`config.mk`:
```
export PLATFORM = sky130hd
export DESIGN_NAME = l1ca_acq_ctrl
export DESIGN_NICKNAME = d
export VERILOG_FILES = /design/src/rtl/l1ca_acq_ctrl.sv
export SDC_FILE = /design/constraint.sdc
export NUM_CORES = 1
export LEC_CHECK = 0
export ABC_CLOCK_PERIOD_IN_PS = 11600
export BUFFER_PORTS_ARGS = -buffer_cell sky130_fd_sc_hd__buf_2
export CAP_MARGIN = 20
export CORE_MARGIN = 4
export CORE_UTILIZATION = 59
export CTS_CLUSTER_DIAMETER = 100
export DETAILED_ROUTE_END_ITERATION = 12
export PLACE_DENSITY = 0.79
export SETUP_SLACK_MARGIN = 0.02
export SLEW_MARGIN = 10
export SYNTH_ARGS = -nofsm -noshare
export SYNTH_HDL_FRONTEND = slang
export SYNTH_SLANG_ARGS = --single-unit
```
`constraint.sdc`:
```
create_clock -name clk -period 11.6 [get_ports clk]
set_clock_uncertainty 0.2 [all_clocks]
set_input_delay 2.9 -clock clk [delete_from_list [all_inputs] [get_ports clk]]
set_output_delay 2.9 -clock clk [all_outputs]
set_load 0.005 [all_outputs]
```
`src/rtl/l1ca_acq_ctrl.sv`:
```
// l1ca_acq_ctrl: SV sweep controller for l1ca_search with thresholded detection FIFO
module l1ca_acq_ctrl #(
   parameter int SV_FIRST   = 1,
   parameter int SV_LAST    = 32,
   parameter int FIFO_DEPTH = 8
) (
   input  logic        clk,
   input  logic        rst,
   input  logic        go,
   input  logic        abort,
   input  logic [31:0] threshold,
   output logic        busy,
   output logic        sweep_done,
   output logic        srch_start,
   output logic [5:0]  srch_sv,
   input  logic [31:0] srch_acc,
   input  logic [10:0] srch_code_index,
   input  logic [4:0]  srch_dop_index,
   input  logic        srch_done,
   output logic        det_valid,
   input  logic        det_ready,
   output logic [5:0]  det_sv,
   output logic [10:0] det_code,
   output logic [4:0]  det_dop,
   output logic [31:0] det_power,
   output logic [5:0]  det_count,
   output logic        overflow
);
   localparam int AW = $clog2(FIFO_DEPTH);
   typedef enum logic [2:0] {IDLE, START, WAIT_CLR, WAIT_DONE, EVAL, NEXT, DRAIN} state_t;
   state_t      r_state;
   logic        r_abort_pend, r_clr_seen, r_start, r_sweep_done, r_overflow;
   logic [5:0]  r_sv, r_count;
   logic [53:0] r_mem [FIFO_DEPTH];
   logic [AW-1:0] r_wr, r_rd;
   logic [AW:0] r_cnt;
   logic        w_abort, w_detect, w_full, w_pop, w_push, w_drop, w_flush;
   assign w_abort  = abort | r_abort_pend;
   assign w_detect = srch_acc > threshold;
   assign w_full   = r_cnt == (AW+1)'(FIFO_DEPTH);
   assign w_flush  = (r_state == IDLE) & go;
   assign w_pop    = det_valid & det_ready & ~w_flush;
   assign w_push   = (r_state == EVAL) & w_detect & (~w_full | w_pop);
   assign w_drop   = (r_state == EVAL) & w_detect & w_full & ~w_pop;
   always_ff @(posedge clk) begin
      if (rst) begin
         r_state      <= IDLE;
         r_sv         <= 6'(SV_FIRST);
         r_start      <= 1'b0;
         r_sweep_done <= 1'b0;
         r_abort_pend <= 1'b0;
         r_clr_seen   <= 1'b0;
         r_count      <= '0;
         r_overflow   <= 1'b0;
      end else begin
         r_start      <= 1'b0;
         r_sweep_done <= 1'b0;
         if (abort && r_state != IDLE) r_abort_pend <= 1'b1;
         case (r_state)
            IDLE: begin
               r_abort_pend <= 1'b0;
               if (go) begin
                  r_state    <= START;
                  r_start    <= 1'b1;
                  r_sv       <= 6'(SV_FIRST);
                  r_count    <= '0;
                  r_overflow <= 1'b0;
               end
            end
            START: begin
               r_state    <= w_abort ? DRAIN : WAIT_CLR;
               r_clr_seen <= 1'b0;
            end
            WAIT_CLR: begin
               r_state    <= w_abort ? DRAIN : (srch_done ? WAIT_CLR : WAIT_DONE);
               r_clr_seen <= ~srch_done;
            end
            WAIT_DONE: begin
               r_state    <= w_abort ? DRAIN : (srch_done ? EVAL : WAIT_DONE);
               r_clr_seen <= 1'b1;
            end
            EVAL: begin
               if (w_push && r_count != 6'd63) r_count <= r_count + 6'd1;
               if (w_drop) r_overflow <= 1'b1;
               r_state <= NEXT;
            end
            NEXT: begin
               if (w_abort || r_sv == 6'(SV_LAST)) begin
                  r_sweep_done <= 1'b1;
                  r_state      <= IDLE;
               end else begin
                  r_sv    <= r_sv + 6'd1;
                  r_start <= 1'b1;
                  r_state <= START;
               end
            end
            DRAIN: begin
               if (!r_clr_seen) r_clr_seen <= ~srch_done;
               else if (srch_done) begin
                  r_sweep_done <= 1'b1;
                  r_state      <= IDLE;
               end
            end
            default: r_state <= IDLE;
         endcase
      end
   end
   always_ff @(posedge clk) begin
      if (rst || w_flush) begin
         r_wr  <= '0;
         r_rd  <= '0;
         r_cnt <= '0;
      end else begin
         r_wr  <= w_push ? r_wr + 1'b1 : r_wr;
         r_rd  <= w_pop ? r_rd + 1'b1 : r_rd;
         r_cnt <= r_cnt + (AW+1)'(w_push) - (AW+1)'(w_pop);
      end
   end
   always_ff @(posedge clk) begin
      if (w_push) r_mem[r_wr] <= {r_sv, srch_code_index, srch_dop_index, srch_acc};
   end
   assign {det_sv, det_code, det_dop, det_power} = r_mem[r_rd];
   assign det_valid  = r_cnt != '0;
   assign busy       = r_state != IDLE;
   assign sweep_done = r_sweep_done;
   assign srch_start = r_start;
   assign srch_sv    = r_sv;
   assign det_count  = r_count;
   assign overflow   = r_overflow;
endmodule
```
; Yosys cells after proc, flatten, opt, wreduce, memory -nomap -nowiden
; Memory sizes are Yosys's and may differ from the RTL's. A register that Yosys moved wholly into a read port is not among the register bits.
; Index checks and enable logic that the tools add are counted.
[word_totals]
register_bits = 30
inputBits = 86
out_inout_bits = 71
ramBits = 432
latch_bits = 0
memories = 1
romBits = 0
wordCells = 94
[classes]
magnitude_cmp = 1
div_mod_pow = 0
shifts = 0
muxes = 32
n_eq_ne = 15
mul = 0
bitwise = 13
n_reduce_logical = 15
n_addsub = 6
[mem_list]
columns = name, depth, word_bits, rd, rd_ports_with_merged_regs, wr, line
row1 = r_mem, 8, 54, 1, 1, 1, 34  ; logic [53:0] r_mem [FIFO_DEPTH];
[op_table]
columns = op, count
row1 = 32-bit greater-than comparator, 1
row2 = 3-bit 2-to-1 mux, 9
row3 = 6-bit 2-to-1 mux, 4
row4 = 6-bit one-hot mux with 2 select lines, 2
row5 = 3-bit one-hot mux with 7 select lines, 1
row6 = 6-bit by 1-bit adder with 6-bit output (second input constant), 2
row7 = 1-bit 2-to-1 mux, 12
row8 = 3-bit AND reduction, 4
row9 = 2-bit inequality test (second input constant), 5
row10 = 3-bit equality test (second input constant), 3
row11 = 4-bit nonzero test, 2
row12 = 1-bit AND, 7
row13 = 3-bit by 1-bit adder with 3-bit output (second input constant), 2
row14 = 3-bit by 2-bit equality test with 1-bit output (second input constant), 2
row15 = 6-bit equality test (second input constant), 1
row16 = 6-bit inequality test (second input constant), 1
row17 = 1-bit one-hot mux with 2 select lines, 3
row18 = 4-bit by 1-bit adder with 4-bit output, 1
row19 = 4-bit equality test (second input constant), 1
row20 = 1-bit NOT, 4
row21 = 1-bit one-hot mux with 4 select lines, 1
row22 = 2-bit nonzero test, 2
row23 = 4-bit by 1-bit subtractor with 4-bit output, 1
row24 = 3-bit by 1-bit equality test with 1-bit output (second input constant), 1
row25 = other kinds (7), 10

; Longest topological paths before layout
; Gate-level depths: netlist (run 1).
[depth]
depth_word = 9
mapped_depth = 14

; Worst setup path after synthesis (run 1)
; No wires, ideal clock.
[synth_timing]
path_kind = input-to-reg
start = in threshold[31]
end = mem r_mem[2][0], enable pin
stages = 8
t_arrival_ps = 9924
slack_ps = 857
cell_sequence = inv_1 -> ha_1 -> nand4_1 -> nor4_1 -> nor3b_2 -> a31oi_2 -> buf_2 -> nor4b_1
[synth_between]
elab_chain_cells = 5
[synth_lines]
columns = element, line
row1 = "start, declared", 11  ; input logic [31:0] threshold,
row2 = 32-bit greater-than comparator, 39  ; assign w_detect = srch_acc > threshold;
row3 = 1-bit AND (2 in series), 43  ; assign w_push = (r_state == EVAL) & w_detect & (~w_full | w_pop);
row4 = 1-bit 2-to-1 mux, 120  ; if (w_push) r_mem[r_wr] <= {r_sv, srch_code_index, srch_dop_index, srch_acc};
row5 = 1-bit 2-to-1 mux (not written as such), 120
row6 = "end, declared", 34
; No other way between the ends.

==> results of run 1 <==
==> path summary, 6_finish.rpt <==
path                                     to                       from  slack (ps)  cells past startpoint
setup reg to reg     r_mem[2][49]$_DFFE_PP_    r_state[2]$_SDFFE_PP0P_        7530                      6
setup / recovery               det_power[0]                  flip-flop        4670                      5
hold / removal    det_count[1]$_SDFFE_PP0P_  det_count[1]$_SDFFE_PP0P_         310                      2
hold reg to reg   det_count[1]$_SDFFE_PP0P_  det_count[1]$_SDFFE_PP0P_         310                      2
==> area by class of cell <==
| type | instances | area [µm²] | area share [%] |
|---|---|---|---|
| Timing Repair Buffer | 170 | 886 | 4.16 |
| Clock inverter | 16 | 105 | 0.494 |
| Sequential cell | 465 | 13600 | 64.1 |
| Inverter | 45 | 169 | 0.794 |
| Clock buffer | 65 | 1250 | 5.89 |
| Multi-Input combinational cell | 392 | 4730 | 22.2 |
| Tap cell | 396 | 495 | 2.33 |
==> sequential cells by signal, indices dropped and copies added, names as in the netlist, named ones only <==
signal and flops:
r_mem 432, det_count 6, srch_sv 6, r_cnt 4
r_rd 3, r_state 3, r_wr 3, overflow 1
r_abort_pend 1, r_clr_seen 1, srch_start 1, sweep_done 1
==> cell usage after synthesis, drive strengths merged (7+ instances only) <==
master  count  area share, %
edfxtp    432             70
mux4      108             13
mux2       54            3.3
inv        44           0.89
ha         42            2.8
dfxtp      33            3.5
nor2       31           0.64
nand2      26           0.52
a21oi      24           0.64
clkbuf     22           0.44
buf        16           0.37
nand4      12           0.40
o21ai      12           0.32
nand3       8           0.21
nor3        7           0.21
xor2        7           0.33
==> metal layers <==
| layer | track usage [%] | vias up | wire [µm] | share of wire, % |
|---|---|---|---|---|
| met5 | 0 | - | 0 | 0 |
| met4 | 5.65 | 0 | 835 | 2.2 |
| met3 | 3.09 | 61 | 2280 | 6.1 |
| met2 | 35.6 | 379 | 18500 | 50 |
| met1 | 32.4 | 4925 | 15600 | 42 |
| li1 | - | 4193 | - | - |
==> where the power goes <==
group,internal (mW),switching (mW)
logic,0.269,0.233
clock network,0.773,0.581
registers,1.86,0.0391
total,2.90,0.853
==> worst min-delay path, cell delays in order, from the launching register on <==
cell     delay [ps]
dfxtp_1         330
nand2_1          60
mux2i_1          70
==> stage by stage <==
stage,hold slack (ps),util (%),setup slack [ps],power [mW]
2_1_floorplan,270,-,857,2.28
3_3_place_gp,281,64.5,4380,2.43
3_5_place_dp,294,64.5,4170,2.44
4_1_cts,315,68.9,4470,3.79
5_1_grt,362,68.9,4250,3.91
6_report,315,68.9,4670,3.75
==> logic make-up after synthesis <==
logic type               count (synthesis)
flip-flops                             465
multiplexers                           166
AND/OR/NAND/NOR                        111
buffers and inverters                   83
AO/OA/AOI/OAI                           62
adder cells (fa/ha/maj)                 43
XOR/XNOR                                10
==> flow_metrics.tcl, run 1 <==
set metrics [dict create \
    status "completed" \
    ys_seq_elements 465 \
    max_stage_delay_ps 870 \
    cts_setup_buffers 0 \
    relSlewSlack_pct 27.2 \
    drive_gt1_share_pct 35.4 \
    ys_seq_area_share_pct 73.1 \
    die_area_um2 34500 \
    worstPathArrival_ps 3830 \
    io_buffers 156 \
    slew_violations 0 \
    worstMarginPinSlew_ps 1090 \
    layout_min_cycle_time_ps 6930 \
    syn_area_um2 18600 \
    synth.distinct_cells 53 \
    syn_inst 940 \
    start_util_pct 60.3 \
    clock_path_buffers 3 \
    synth-compound-area-share_pct 2.17 \
    num_rows 64 \
    synth_top_family_by_area "multiplexers" \
    hold_viol 0 \
    grt_pass1_vias 9895 \
    synth-simple-area-share_pct 3.05 \
    slowest_stage "buf_4" \
    post-route-drc-count 0 \
    clk_pin_slew_ps 60 \
    grt_overflow 0 \
    worst_ir_drop_vdd_v 0.000123 \
    placed_area_um2 19900 \
    clock_latency_ps 540 \
    max_cap_viol_count 0 \
    grt_max_degree 58 \
    final_cells 1549 \
    root_buffer "clkbuf_16" \
    synth_nets 1069 \
    cp_top_family "buffers and inverters" \
    vias 9558 \
    h-tree-depth 2 \
    synthXorXnorAreaFrac_pct 0.470 \
    fin_crit_sh_pct 59.8 \
    path_buf_inv 3 \
    rsz0062_at_grt "false" \
    syn2layout_area_growth_pct 14.2 \
    cpMostUsedCell "buf_4" \
    cts_tree "built" \
    async_flop_share_pct 0 \
    ant_nets 0 \
    routed_via_density 6.17 \
    avgSynthCellArea_um2 19.8 \
    synth_edf_count 432 \
    setup-tns-final_ps 0 \
    critPathCaptureType "output port" \
    cts.sinks 465 \
    worst-endpoint-required_ps 8500 \
    cts_buffers 46 \
    power_density_nw_per_um2 176 \
    ios 157 \
    post_drt_wl_per_cell_um 24.0 \
    hold_class "flip-flop to flip-flop" \
    synthAdderAreaFrac_pct 2.93 \
    fmax_mhz 144 \
    wl_um 37200 \
    die_y_um 186 \
    core_um2 30900 \
    final_common_cell "edfxtp_1" \
    firstDrtPassIters 5 \
    crit_chain "buf_4 > buf_4 > mux4_2 > mux2_2 > buf_2" \
    drtIter0Drc 851 \
    power_leakage_nw 7.14 \
    cts_resized 0 \
    crit_type "flip-flop to output port" \
    diodes 0 \
    muxShareOfSynthArea_pct 16.5 \
    fillers 1921 \
    die_width_um 186 \
    dp_cells 1468 \
    fin_area_um2 21300 \
    hpwlAfterDp_um 20800 \
    start_kind "flip-flop" \
    place.gp.congestion 0.795 \
    grt_usage_pct 22.0 \
    synth-main-ff-cell "edfxtp_1" \
    layout_common_cells "edfxtp_1 (432), buf_2 (156), mux4_2 (108), mux2_2 (54), clkbuf_16 (47)" \
    hold_buffers 0 \
    layout.nets 1249 \
    grt_pass1_wl_um 57200 \
    critPathMaxFanout 50 \
    antenna_found_initial 0 \
    synth_warnings 0 \
    setup_viol 0 \
]
Note: power is estimated with default switching activity, not from simulation.
==> run 2: changes to the inputs <==
Settings changed: ABC_CLOCK_PERIOD_IN_PS 11600 to 5600, CORE_UTILIZATION 59 to 54, PLACE_DENSITY 0.79 to 0.76.
Clock period 11.6 ns to 5.6 ns, I/O delays scaled along.
==> flow_metrics.tcl, run 2 (same netlist as run 1, synthesis figures left out) <==
set metrics [dict create \
    relSlewSlack_pct 32.3 \
    cts_setup_buffers 0 \
    grt_max_degree 55 \
    fillers 2321 \
    largest_reg_flops 432 \
    root_buffer "clkbuf_16" \
    grt_pass1_wl_um 58400 \
    setup-tns-final_ps 0 \
    io_buffers 156 \
    cts.sinks 465 \
    wl_um 37400 \
    power_leakage_nw 7.24 \
    grt_usage_pct 19.9 \
    cts_buffers 46 \
    final_common_cell "edfxtp_1" \
    max_cap_viol_count 0 \
    num_rows 67 \
    layout.nets 1255 \
    total_power_mw 7.88 \
    setup_viol 0 \
    layout_common_cells "edfxtp_1 (432), buf_2 (156), mux4_2 (108), mux2_2 (54), clkbuf_16 (49)" \
    worstPathArrival_ps 4740 \
    critPathMaxFanout 18 \
    top_register "r_mem" \
    firstDrtPassIters 5 \
    fmax_mhz 223 \
    hold_viol 0 \
    die_width_um 194 \
    power_density_nw_per_um2 364 \
    cts_tree "built" \
    routed_via_density 5.83 \
    vias 9397 \
    grt_overflow 0 \
    antenna_found_initial 2 \
    fin_crit_sh_pct 80.1 \
    hold_buffers 0 \
    start_util_pct 55.2 \
    ant_nets 0 \
    place.gp.congestion 0.795 \
    ios 157 \
    rsz0062_at_grt "false" \
    hold_class "flip-flop to flip-flop" \
    layout_min_cycle_time_ps 4490 \
    post_drt_wl_per_cell_um 23.2 \
    placed_area_um2 20200 \
    drive_gt1_share_pct 35.5 \
    crit_type "input pin to flip-flop" \
    die_y_um 194 \
    status "completed" \
    worst_ir_drop_vdd_v 0.000220 \
    hpwlAfterDp_um 21800 \
    slew_violations 0 \
    worst-endpoint-required_ps 5850 \
    die_area_um2 37600 \
    clock_latency_ps 530 \
    clk_pin_slew_ps 60 \
    cts_resized 0 \
    core_um2 33800 \
    post-route-drc-count 0 \
    worstMarginPinSlew_ps 1020 \
    syn2layout_area_growth_pct 16.0 \
    drtIter0Drc 736 \
    clock_path_buffers 3 \
    fin_area_um2 21600 \
    h-tree-depth 2 \
    start_kind "input pin" \
    critPathCaptureType "flip-flop" \
    grt_pass1_vias 9859 \
]
-- run 2: worst paths after layout --
check	slack [ps]	end	cells past startpoint	startpoint
max reg2reg	2250	r_mem[2][28]$_DFFE_PP_	7	r_state[2]$_SDFFE_PP0P_
min	300	det_count[1]$_SDFFE_PP0P_	2	det_count[1]$_SDFFE_PP0P_
min reg2reg	300	det_count[1]$_SDFFE_PP0P_	2	det_count[1]$_SDFFE_PP0P_
max	1110	r_cnt[1]$_SDFF_PP0_	14	srch_acc[31]
-- run 2: layout make-up --
class,count,area (µm²),share of cell area (%)
sequential,465,13600,63.1
timing repair buffer,176,1030,4.77
antenna,2,5.00,0.0231
clock inverter,19,135,0.625
clock buffer,66,1290,5.97
tap,448,561,2.59
inverter,45,169,0.781
multi-input combinational,392,4790,22.1
-- run 2: per-stage QoR --
stage	setup slack [ps]	cells	hold slack (ps)	utilization (%)
final	1110	1613	298	64.0
after CTS	1120	1611	303	64.0
after global routing	857	1612	351	64.0
after global placement	679	1526	278	59.8
after detailed placement	570	1526	294	59.8
after floorplan	-943	940	270	-
-- run 2: worst max-delay path: stages --
cell and delay, ps:
buf_2 150, ha_1 320, nand4_1 190, nor4_1 720
a21o_1 230, a211oi_2 50, a31oi_2 180, buf_4 330
a21oi_1 70, or2_2 290, ha_1 190, inv_1 70
fa_1 400, nor2_1 120
-- run 2: per-layer routing --
metal,vias to the layer above,routed length [µm],global-route usage (%)
met4,2,624,4.43
li1,4207,-,-
met3,49,2150,3.42
met5,-,12,0
met2,284,18700,33.0
met1,4855,15800,28.4
-- run 2: power breakdown --
group          switching, mW  total [mW]  internal (mW)  leakage (nW)
Clock                   1.19        2.88           1.69         0.693
Sequential            0.0919        3.94           3.85          4.16
Combinational          0.482        1.06          0.574          2.39
Total                   1.77        7.88           6.11          7.24
==> run 3: changes to the inputs <==
Settings changed: ABC_AREA set to 1, ABC_CLOCK_PERIOD_IN_PS 5600 to 3600.
Clock period 5.6 ns to 3.6 ns, I/O delays scaled along.
==> flow_metrics.tcl, run 3 <==
set metrics [dict create \
    status "completed" \
    hold_end "overflow$_SDFFE_PP0P_" \
    cp_top_family "buffers and inverters" \
    setup_viol 0 \
    cts_tree "built" \
    hold_class "flip-flop to flip-flop" \
    grt_max_degree 86 \
    fin_crit_sh_pct 95.4 \
    critPathMaxFanout 59 \
    hpwlAfterDp_um 26000 \
    synth_nets 1728 \
    routed_via_density 5.71 \
    clk_pin_slew_ps 60 \
    path_buf_inv 3 \
    final_cells 2269 \
    hold_buffers 0 \
    synth_common_cells "edfxtp_1 (432), nor2_1 (424), o21ai_0 (225)" \
    synth_warnings 0 \
    core_um2 34800 \
    syn2layout_area_growth_pct 16.9 \
    power_leakage_nw 8.12 \
    reg2reg_depth 12 \
    largest_reg_flops 432 \
    synth-main-ff-cell "edfxtp_1" \
    worst_ir_drop_vdd_v 0.000453 \
    synth.top_cell.area_share_pct 67.7 \
    total_power_mw 14.3 \
    synthAdderAreaFrac_pct 2.85 \
    wl_um 43400 \
    r2r-start "r_cnt[2]$_SDFF_PP0_" \
    h-tree-depth 2 \
    max_cap_viol_count 0 \
    die_area_um2 38600 \
    critPathCaptureType "output port" \
    firstDrtPassIters 6 \
    drive_gt1_share_pct 17.6 \
    grt_pass1_vias 12900 \
    fin_util_pct 64.4 \
    worst-endpoint-required_ps 2500 \
    ys_seq_area_share_pct 71.2 \
    dp_cells 2186 \
    die_width_um 196 \
    fillers 2525 \
    synth_edf_count 432 \
    post_drt_wl_per_cell_um 19.1 \
    antenna_found_initial 2 \
    rsz0062_at_grt "true" \
    ios 157 \
    worstReg2RegEnd "r_mem[3][10]$_DFFE_PP_" \
    top_register "r_mem" \
    synth-simple-area-share_pct 11.8 \
    post-route-drc-count 0 \
    layout_min_cycle_time_ps 3440 \
    place.gp.congestion 0.838 \
    r2r_slack_ps 900 \
    clock_path_buffers 3 \
    vias 12900 \
    avgSynthCellArea_um2 12.0 \
    yosysMostFrequentCell "edfxtp_1" \
    crit_type "flip-flop to output port" \
    layout_common_cells "edfxtp_1 (432), nor2_1 (416), o21ai_0 (225), buf_2 (156), nand2_1 (76)" \
    synth.distinct_cells 45 \
    hold_path_startpoint "overflow$_SDFFE_PP0P_" \
    netlist_top_cells_area "edfxtp_1 (68%), nor2_1 (8.3%), o21ai_0 (5.9%), dfxtp_1 (3.4%), ha_1 (2.7%)" \
    crit_chain "inv_8 > buf_4 > o21ai_0 > o22ai_1 > nor2_1 > a31oi_1 > buf_2" \
    worstPathArrival_ps 2340 \
    cts_buffers 45 \
    start_util_pct 55.1 \
    ant_nets 0 \
    worstMarginPinSlew_ps 560 \
    ys_seq_elements 465 \
    root_buffer "clkbuf_16" \
    final_common_cell "edfxtp_1" \
    layout.nets 1908 \
    multi_input_area_um2 4910 \
    yosys.area.top_type "edfxtp_1" \
    power_density_nw_per_um2 637 \
    grt_overflow 0 \
    slowest_stage "dfxtp_4" \
    die_y_um 196 \
    synth-compound-area-share_pct 10.6 \
    synthXorXnorAreaFrac_pct 0.0457 \
    clock_latency_ps 540 \
    syn_inst 1599 \
    slew_violations 0 \
    grt_pass1_wl_um 68600 \
    num_rows 68 \
    muxShareOfSynthArea_pct 0 \
    drtIter0Drc 1118 \
    syn_area_um2 19200 \
    async_flop_share_pct 0 \
    io_buffers 156 \
    synth_top_family_by_area "simple AND/OR/NAND/NOR gates" \
    grt_usage_pct 22.2 \
    ff_latch_area_um2 13600 \
    relSlewSlack_pct 62.6 \
    max_stage_delay_ps 390 \
    hold_viol 0 \
    min_path_cells 2 \
    cts.sinks 465 \
    start_kind "flip-flop" \
    fmax_mhz 291 \
]
[run 3: cell types whose count changed in the layout (fill, tap and decap cells not counted), moves of 10 or more]
cell      before  now
nor2_1        30  416
o21ai_0       12  225
mux4_2       108    0
mux2_2        54    0
o22ai_1        0   54
a31oi_1        3   55
nand2_1       26   76
inv_1         44   72
buf_4         12   36
buf_12         8   22
clkbuf_1      17    7
[run 3: how the worst max path moves through the flow]
stage                  start               endpoint  cells past startpoint
2_1_floorplan  threshold[31]  r_mem[2][0]$_DFFE_PP_                     11
3_3_place_gp    srch_acc[23]    r_cnt[2]$_SDFF_PP0_                     17
3_5_place_dp    srch_acc[23]    r_cnt[2]$_SDFF_PP0_                     17
4_1_cts            flip-flop          det_power[29]                      7
5_1_grt            flip-flop          det_power[28]                      7
6_report           flip-flop             det_dop[4]                      7
[run 3: metal layers]
| metal | routed length [µm] | track usage [%] | up-vias |
|---|---|---|---|
| met5 | 13 | 0 | - |
| met4 | 924 | 6.15 | 2 |
| met3 | 3200 | 3.79 | 69 |
| met2 | 21500 | 37.7 | 518 |
| met1 | 17800 | 30.1 | 6293 |
| li1 | - | - | 6067 |
[run 3: through the flow]
step / cell area [µm²] / TNS (ps) / hold WS (ps) / setup WS (ps)
2_1_floorplan: 19200 / -211320 / 264 / -566
3_3_place_gp: 20900 / -1490 / 283 / -42.7
3_5_place_dp: 20900 / -15760 / 297 / -131
4_1_cts: 22400 / 0 / 312 / 10.1
5_1_grt: 22400 / 0 / 334 / 4.64
6_report: 22400 / 0 / 314 / 165
[run 3: timing repair]
item,4_1_cts,5_1_grt
setup buffers,0,1
resized for setup,4,3
setup endpoints to repair,46,39
[run 3: cell families (layout without fill, tap and decap cells)]
family / Yosys count / count (layout)
AOI/OAI and AO/OA: 373 / 373
xor gates and xnor gates: 1 / 1
adders and majority gates: 43 / 43
buffers and inverters: 166 / 380
DFF: 465 / 465
and+or+nand+nor: 551 / 551
other: 0 / 1
[run 3: tightest hold or removal path: cells and delay by family (launching register included)]
| family | cells | cell delay, ps |
|---|---|---|
| compound gates | 1 | 60 |
| simple gates | 1 | 80 |
| flops | 1 | 320 |
[run 3: power breakdown]
part,leakage (nW),internal (mW),total (mW),switching [mW]
clock,0.693,2.60,4.50,1.90
combinational,3.26,1.28,3.52,2.24
sequential,4.17,6.09,6.27,0.178
[run 3: final cells by class]
class                   count  share of cell area [%]
well taps                 455                    2.54
inverters                  82                    1.47
flip-flops and latches    465                    60.9
repair buffers            217                    6.83
clock buffers              54                    5.37
clock inverters            27                   0.950
multi-input cells         968                    21.9
diodes                      1                  0.0112
